**src/rtl/hazard_controller_pkg.sv**
```systemverilog
`default_nettype none
// ============================================================================
//  Module      : hazard_controller_pkg
//  Description : Shared pipeline definitions. This package holds the register
//                file constants, the hazard-controller state encodings and the
//                default memory watchdog limit.
//  Revision    : 1.0 - initial release
// ============================================================================
package hazard_controller_pkg;

    // Architectural register x0 is hard-wired to zero and is never a real producer
    localparam logic [4:0] c_reg_x0 = 5'd0;

    // Default number of MEM_WAIT cycles before the watchdog trips
    localparam int c_mem_timeout_default = 255;

    // Hazard controller states
    typedef enum logic [1:0] {
        ST_RUN      = 2'd0,
        ST_MEM_WAIT = 2'd1,
        ST_BR_FLUSH = 2'd2
    } hz_state_t;

    // True when an ID source operand is read and names the EX destination
    function automatic logic src_match(input logic [4:0] src_addr,
                                       input logic       src_valid,
                                       input logic [4:0] dst_addr);
        return src_valid && (src_addr == dst_addr);
    endfunction

endpackage : hazard_controller_pkg
`default_nettype wire

```
**src/rtl/hazard_controller_sat_counter.sv**
```systemverilog
`default_nettype none
// ============================================================================
//  Module      : sat_counter
//  Description : Saturating up-counter. The counter adds one per cycle while
//                inc is high and holds at all-ones. clear zeroes it
//                synchronously.
//  Ports       : clk, rst (async, active-high), clear, inc -> count[WIDTH-1:0]
//  Revision    : 1.0 - initial release
// ============================================================================
module sat_counter #(
    parameter int WIDTH = 16
) (
    input  logic             clk,
    input  logic             rst,
    input  logic             clear,
    input  logic             inc,
    output logic [WIDTH-1:0] count
);

    logic [WIDTH-1:0] r_count;

    always_ff @(posedge clk or posedge rst) begin
        if (rst) begin
            r_count <= '0;
        end else if (clear) begin
            r_count <= '0;
        end else if (inc && (r_count != '1)) begin
            r_count <= r_count + WIDTH'(1);
        end
    end

    assign count = r_count;

endmodule : sat_counter
`default_nettype wire

```
**src/rtl/hazard_controller.sv**
```systemverilog
`default_nettype none
// ============================================================================
//  Module      : hazard_controller
//  Description : Pipeline hazard control. The block resolves memory stalls,
//                taken-branch flushes and load-use interlocks with a fixed
//                priority of mem_block > branch > load_use. It also runs a
//                sticky memory watchdog and keeps saturating stall and flush
//                counters.
//  Ports       : in  - clk, rst, rs1/rs2 addr+valid (ID), rd_addr_ex,
//                      rd_valid_ex, is_load_ex, branch_taken_ex,
//                      dmem_req_mem, dmem_ready
//                out - stall_if/id/ex/mem, flush_id/ex, bubble_ex,
//                      mem_timeout, stall_count[31:0], flush_count[15:0]
//  Revision    : 1.0 - initial release
// ============================================================================
module hazard_controller
    import hazard_controller_pkg::*;
#(
    parameter int MEM_TIMEOUT = c_mem_timeout_default
) (
    input  logic        clk,
    input  logic        rst,
    input  logic [4:0]  rs1_addr_id,
    input  logic [4:0]  rs2_addr_id,
    input  logic        rs1_valid_id,
    input  logic        rs2_valid_id,
    input  logic [4:0]  rd_addr_ex,
    input  logic        rd_valid_ex,
    input  logic        is_load_ex,
    input  logic        branch_taken_ex,
    input  logic        dmem_req_mem,
    input  logic        dmem_ready,
    output logic        stall_if,
    output logic        stall_id,
    output logic        stall_ex,
    output logic        stall_mem,
    output logic        flush_id,
    output logic        flush_ex,
    output logic        bubble_ex,
    output logic        mem_timeout,
    output logic [31:0] stall_count,
    output logic [15:0] flush_count
);

    localparam logic [7:0] c_timeout_limit = 8'(MEM_TIMEOUT);

    hz_state_t  r_state;
    hz_state_t  w_state_next;
    logic       r_branch_pending;
    logic       w_branch_pending_next;
    logic [7:0] r_wd_count;
    logic [7:0] w_wd_inc;
    logic       r_mem_timeout;

    logic w_mem_block;
    logic w_load_use;
    logic w_branch;

    logic w_stall_if;
    logic w_stall_id;
    logic w_stall_ex;
    logic w_stall_mem;
    logic w_flush_id;
    logic w_flush_ex;
    logic w_bubble_ex;

    assign w_mem_block = dmem_req_mem && !dmem_ready;
    assign w_load_use  = rd_valid_ex && is_load_ex && (rd_addr_ex != c_reg_x0) &&
                         (src_match(rs1_addr_id, rs1_valid_id, rd_addr_ex) ||
                          src_match(rs2_addr_id, rs2_valid_id, rd_addr_ex));
    // A redirect is needed for a live branch or for one that was held back by a stall
    assign w_branch    = branch_taken_ex || r_branch_pending;

    // ------------------------------------------------------------------------
    // State register
    // ------------------------------------------------------------------------
    always_ff @(posedge clk or posedge rst) begin
        if (rst) begin
            r_state          <= ST_RUN;
            r_branch_pending <= 1'b0;
        end else begin
            r_state          <= w_state_next;
            r_branch_pending <= w_branch_pending_next;
        end
    end

    // ------------------------------------------------------------------------
    // Next state and control outputs
    // ------------------------------------------------------------------------
    always_comb begin
        w_state_next          = ST_RUN;
        w_branch_pending_next = 1'b0;
        w_stall_if            = 1'b0;
        w_stall_id            = 1'b0;
        w_stall_ex            = 1'b0;
        w_stall_mem           = 1'b0;
        w_flush_id            = 1'b0;
        w_flush_ex            = 1'b0;
        w_bubble_ex           = 1'b0;

        if (w_mem_block) begin
            // The whole pipe freezes. A redirect arriving now is remembered and
            // is serviced after the memory releases.
            w_stall_if            = 1'b1;
            w_stall_id            = 1'b1;
            w_stall_ex            = 1'b1;
            w_stall_mem           = 1'b1;
            w_state_next          = ST_MEM_WAIT;
            w_branch_pending_next = r_branch_pending || branch_taken_ex;
        end else begin
            case (r_state)
                ST_MEM_WAIT: begin
                    // Release cycle: the stalls simply drop. Any redirect
                    // collected during the wait is serviced in BR_FLUSH.
                    w_state_next = w_branch ? ST_BR_FLUSH : ST_RUN;
                end
                ST_BR_FLUSH: begin
                    if (w_branch) begin
                        w_flush_id   = 1'b1;
                        w_flush_ex   = 1'b1;
                        w_state_next = ST_BR_FLUSH;
                    end else begin
                        // Discard the single wrong-path fetch now sitting in ID
                        w_flush_id   = 1'b1;
                        w_state_next = ST_RUN;
                    end
                end
                default: begin
                    if (w_branch) begin
                        w_flush_id   = 1'b1;
                        w_flush_ex   = 1'b1;
                        w_state_next = ST_BR_FLUSH;
                    end else if (w_load_use) begin
                        w_stall_if  = 1'b1;
                        w_stall_id  = 1'b1;
                        w_bubble_ex = 1'b1;
                    end
                end
            endcase
        end
    end

    // Reset masks every control output so the pipe sees no requests while held
    assign stall_if  = w_stall_if  && !rst;
    assign stall_id  = w_stall_id  && !rst;
    assign stall_ex  = w_stall_ex  && !rst;
    assign stall_mem = w_stall_mem && !rst;
    assign flush_id  = w_flush_id  && !rst;
    assign flush_ex  = w_flush_ex  && !rst;
    assign bubble_ex = w_bubble_ex && !rst;

    // ------------------------------------------------------------------------
    // Memory watchdog. The counter holds the number of consecutive cycles spent
    // in MEM_WAIT, counting the current one. It trips when that reaches the limit.
    // ------------------------------------------------------------------------
    assign w_wd_inc = (r_wd_count == 8'hFF) ? 8'hFF : (r_wd_count + 8'd1);

    always_ff @(posedge clk or posedge rst) begin
        if (rst) begin
            r_wd_count    <= 8'd0;
            r_mem_timeout <= 1'b0;
        end else if (w_state_next == ST_MEM_WAIT) begin
            r_wd_count <= w_wd_inc;
            if (w_wd_inc >= c_timeout_limit) begin
                r_mem_timeout <= 1'b1;
            end
        end else begin
            r_wd_count <= 8'd0;
        end
    end

    assign mem_timeout = r_mem_timeout;

    // ------------------------------------------------------------------------
    // Performance counters
    // ------------------------------------------------------------------------
    sat_counter #(
        .WIDTH (32)
    ) u_stall_counter (
        .clk   (clk),
        .rst   (rst),
        .clear (1'b0),
        .inc   (stall_if),
        .count (stall_count)
    );

    sat_counter #(
        .WIDTH (16)
    ) u_flush_counter (
        .clk   (clk),
        .rst   (rst),
        .clear (1'b0),
        .inc   (flush_id),
        .count (flush_count)
    );

endmodule : hazard_controller
`default_nettype wire

```
**config.mk**
```make
export PLATFORM = sky130hd
export DESIGN_NAME = hazard_controller
export DESIGN_NICKNAME = d
export VERILOG_FILES = /design/src/rtl/hazard_controller_pkg.sv /design/src/rtl/hazard_controller_sat_counter.sv /design/src/rtl/hazard_controller.sv
export SDC_FILE = /design/constraint.sdc
export NUM_CORES = 1
export LEC_CHECK = 0
export CAP_MARGIN = 20
export CORE_MARGIN = 5
export CORE_UTILIZATION = 42
export CTS_CLUSTER_SIZE = 8
export DETAILED_ROUTE_END_ITERATION = 8
export GPL_TIMING_DRIVEN = 0
export PLACE_DENSITY = 0.71
export SETUP_SLACK_MARGIN = 0.4
export SYNTH_ARGS = -nofsm -noshare
export SYNTH_HDL_FRONTEND = slang
export SYNTH_SLANG_ARGS = --single-unit
```
**constraint.sdc**
```tcl
create_clock -name clk -period 7.8 [get_ports clk]
set_input_delay 1.56 -clock clk [delete_from_list [all_inputs] [get_ports clk]]
set_output_delay 1.56 -clock clk [all_outputs]
set_load 0.1 [all_outputs]
```
**After elaboration in Yosys (flattened, before gate mapping)**

Index checks and enable logic that the tools add are counted.

- Register bits after elaboration: 60
- Bits in latches: 0
- Memory bits (writable): 0
- ROM bits: 0
- Logic and storage cells: 54
- Memories kept: 0

- $add $sub $neg: 3
- Multipliers: 0
- Divide/modulo/power cells: 0
- Order comparisons: 1
- Equality and inequality tests: 8
- Shift operators: 0
- Muxes and demuxes: 16
- Bitwise operators: 0
- Reduce and logical (&&, ||, !) cells: 20

Operators with widths:

| operator | number |
|---|---|
| $add 32x1->32 const B | 1 |
| $ne 32x32->1 const B | 1 |
| $add 16x1->16 const B | 1 |
| $mux 8 | 2 |
| $ne 16x16->1 const B | 1 |
| $logic_and 1x1->1 | 13 |
| $mux 1 | 11 |
| $eq 5x5->1 | 2 |
| $add 8x1->8 const B | 1 |
| $eq 8x8->1 const B | 1 |
| $ge 8x8->1 const B | 1 |
| $reduce_bool 5->1 | 1 |
| $eq 2x1->1 const B | 2 |
| $mux 2 | 2 |
| $eq 2x2->1 const B | 1 |
| $logic_not 1->1 | 2 |
| $logic_or 1x1->1 | 2 |
| $pmux 1 s2 | 1 |
| $reduce_and 2->1 | 1 |
| $reduce_or 2->1 | 1 |

**Depth between registers and ports, before layout**

- Depth in word-level cells: 10
- Mapped depth: 10
- Gate-level depth less buffers: 8

**Modules after synthesis**

A second synthesis with hierarchy kept.

- Cells, all modules: 373
- Area total of the unflattened synthesis: 3447.1 µm²

Modules (own cells, without submodules):

| module | times used | cells an instance | area each (µm²) | sequential area each (µm²) |
|---|---|---|---|---|
| sat_counter at u_stall_counter | 1 | 186 | 1740.4 | 800.8 |
| sat_counter at u_flush_counter | 1 | 101 | 932.1 | 400.4 |
| hazard_controller | 1 | 86 | 774.5 | 300.3 |

**Worst setup path before layout**

No wires, ideal clock.

- Path type: input -> output
- Start point: in dmem_ready
- End point: out flush_ex
- Arrival time: 4.722 ns
- Setup slack: 1.518 ns
- Stages on the path: 4
- Buffers on the path: 1
- Cells stage by stage: nand2b_1 -> buf_2 -> inv_2 -> nor4_1

- Longest elaborated chain between the ends: 4

RTL lines:

| element | RTL line | text |
|---|---|---|
| start, declared | hazard_controller.sv:32 | `input logic dmem_ready,` |
| $logic_not 1->1 | hazard_controller.sv:67 | `assign w_mem_block = dmem_req_mem && !dmem_ready;` |
| $logic_and 1x1->1 | hazard_controller.sv:67 |  |
| net w_mem_block | hazard_controller.sv:55 | `logic w_mem_block;` |
| $mux 1 | hazard_controller.sv:101 | `if (w_mem_block) begin` |
| $logic_and 1x1->1 | hazard_controller.sv:149 | `assign flush_ex = w_flush_ex && !rst;` |
| end, declared | hazard_controller.sv:38 | `output logic flush_ex,` |

The timed path passes the listed nets, and every way through them passes these cells.

**Worst setup path after layout**

- Start point: in rst
- End point: out stall_if

- Longest elaborated chain between the ends: 2

RTL lines:

| element | RTL line | text |
|---|---|---|
| start, declared | hazard_controller.sv:22 | `input logic rst,` |
| $logic_not 1->1 (no line) | -- |  |
| $logic_and 1x1->1 | hazard_controller.sv:144 | `assign stall_if = w_stall_if && !rst;` |
| end, declared | hazard_controller.sv:33 | `output logic stall_if,` |

No other way between the ends.

==> flow_summary.ini <==
[status]
status = complete, no violations

[worst_setup_path]
crit_path_top_delay_cell = clkdlybuf4s50_1
crit_type = input port to output port
cp_slowest_stage_delay_ns = 1.12
arrival_ns = 4.31
end_kind = output port
worstPathRequired_ns = 6.24
crit_chain = clkdlybuf4s50_1, inv_2, buf_12, nand2_1, nand2_1, buf_4, clkdlybuf4s50_1
startpoint_type = input port
cp_max_fo = 37

[timing]
finalHoldViolCount = 0
finClkSkew_ns = 0.00763
post-route-period-util = 0.753
holdWs_ns = 0.477
setup_tns_ns = 0
slew_headroom = 0.338
setup_viol = 0
final_max_slew_viol_count = 0
rsz0062_at_grt = no
max_freq_ghz = 0.170
worst_slew_pin_slew_ns = 0.990
min_period_ns = 5.87

[clock_tree]
hold_buffers = 0
cts-root-buf = clkbuf_8
cts.path.max_buffers = 2
insertion_delay_ns = 0.33
numCtsBuffers = 9
htreeDepth = 3
post_cts.repair.setup_buffers = 0
tritoncts = built
post_cts_resized = 0
cts_sinks = 60
clk_pin_slew_worst_paths_ns = 0.06

[grt]
grt_pass1_wl_um = 11700
grt_pass1_vias = 2519
antenna_found_initial = 0
grt_max_degree = 38
grt_use_total = 0.164
grt.overflow.total = 0

[synthesis]
synth_cell_type_count = 44
avgSynthCellArea_sq_um = 10.5
syn_inst = 290
ys.flop_type = dfrtp_1
synthArstFlopShare = 1.00
syn_area_sq_mm = 0.00305
synth_fp_nets = 319
synth_edf_count = 0
ys_top_cells_by_area = dfrtp_1 49%, xnor2_1 9.8%, xor2_1 7.5%
yosys.area.top_type = dfrtp_1
ys_warn_count = 0
synth_seq_area_share = 0.493
ys_ff_latch = 60
synth_top_cell_area_share = 0.493

[drt]
drc = 0
drtAntennaViolNets = 0
firstDrtPassIters = 4
wl_um = 6970
drt_iter0_drc = 68
viasPerCell = 5.11
route.vias.total = 2474
wire_per_inst_um = 14.4

[die]
dieArea_sq_mm = 0.00906
core_area_sq_mm = 0.00718
die_h_um = 95.2
fp.dieW_um = 95.2
initial_core_util = 0.425
rows = 31
io_pins = 80

[job]
max_cap_violations = 0

[final_layout]
final_common_cell = clkdlybuf4s50_1
area_growth_pct = 36.7
final_layout_size_suffix_gt1_frac = 0.0909
stdcell_area_sq_mm = 0.00417
fillers = 615
num_antenna_cells = 0
final_cell_mix = 79 x clkdlybuf4s50_1, 60 x dfrtp_1, 34 x xnor2_1
fin_nets = 410

[place]
placed_cell_area_sq_mm = 0.00398
gp_congestion = 0.802
hpwl_um = 5200
io_buffers = 79

[pwr]
powerDensity_mw_per_mm2 = 219
irDropWorstVdd_uv = 169
finalPower_w = 0.000913
power_leakage_nw = 1.81

[hold_path]
hold_class = register to register
## cell usage after synthesis, types with 2 or more instances
library cell / n
a21oi_1: 6
and3_1: 8
buf_2: 2
buf_4: 4
dfrtp_1: 60
ha_1: 5
inv_1: 12
mux2_2: 2
nand2_1: 27
nand2b_1: 2
nand3_1: 19
nand4_1: 10
nor2_1: 13
nor3_1: 15
nor4_1: 13
or2_2: 2
or3_1: 4
or4_1: 2
xnor2_1: 34
xor2_1: 26
## stage by stage
step                      worst slack [ns]   util  cells
final                                 1.93  0.581    484
after global routing                  1.67  0.581    484
after CTS                             1.85  0.581    484
after detailed placement              1.85  0.555    469
after global placement               0.479  0.552    468
after floorplan                       1.52      -    290
## kinds of logic after synthesis
logic type,synth area share
compound gates,0.0431
buf+inv,0.0341
xor+xnor,0.172
fa+ha+maj,0.0205
mux,0.00739
simple gates,0.230
flops,0.493
## path summary, 6_finish.rpt
| kind | from | end | slack [ns] | cells past startpoint |
|---|---|---|---|---|
| setup reg to reg | r_state[0] | u_stall_counter.count[23] | 5.38 | 10 |
| min in group asynchronous | rst | r_wd_count[2] | 1.72 | 2 |
| max in group asynchronous | rst | u_stall_counter.count[25] | 5.50 | 3 |
| hold / removal | mem_timeout | mem_timeout | 0.48 | 1 |
| setup / recovery | rst | stall_if | 1.93 | 7 |
| hold reg to reg | mem_timeout | mem_timeout | 0.48 | 1 |
## power breakdown
group / total, W / switching [W] / internal, W
logic: 0.000280 / 0.000205 / 0.0000745
clock network: 0.000273 / 0.000118 / 0.000155
registers: 0.000361 / 0.0000273 / 0.000333
## worst max-delay path: cells and delay by family
family | cells | cell delay, ns
buf+inv | 5 | 2.46
simple gates | 2 | 0.27
## flip-flops by register name, indices dropped and copies added (netlist names)
name	cells
u_stall_counter.count	32
u_flush_counter.count	16
r_wd_count	8
r_state	2
mem_timeout	1
r_branch_pending	1
## layout make-up
| class | instances | area, sq um | share of cell area |
|---|---|---|---|
| Multi-Input combinational cell | 209 | 1440 | 0.346 |
| Timing Repair Buffer | 80 | 811 | 0.195 |
| Buffer | 8 | 55.1 | 0.0132 |
| Clock inverter | 2 | 35.0 | 0.00841 |
| Sequential cell | 60 | 1500 | 0.360 |
| Inverter | 13 | 48.8 | 0.0117 |
| Clock buffer | 13 | 149 | 0.0357 |
| Tap cell | 99 | 124 | 0.0297 |
## metal layers
layer / routed length [um] / track usage
met3: 342 / 0.0466
met2: 3470 / 0.278
met5: 0 / 0
met4: 75 / 0.0505
met1: 3080 / 0.203
Note: power is estimated with default switching activity, not from simulation.
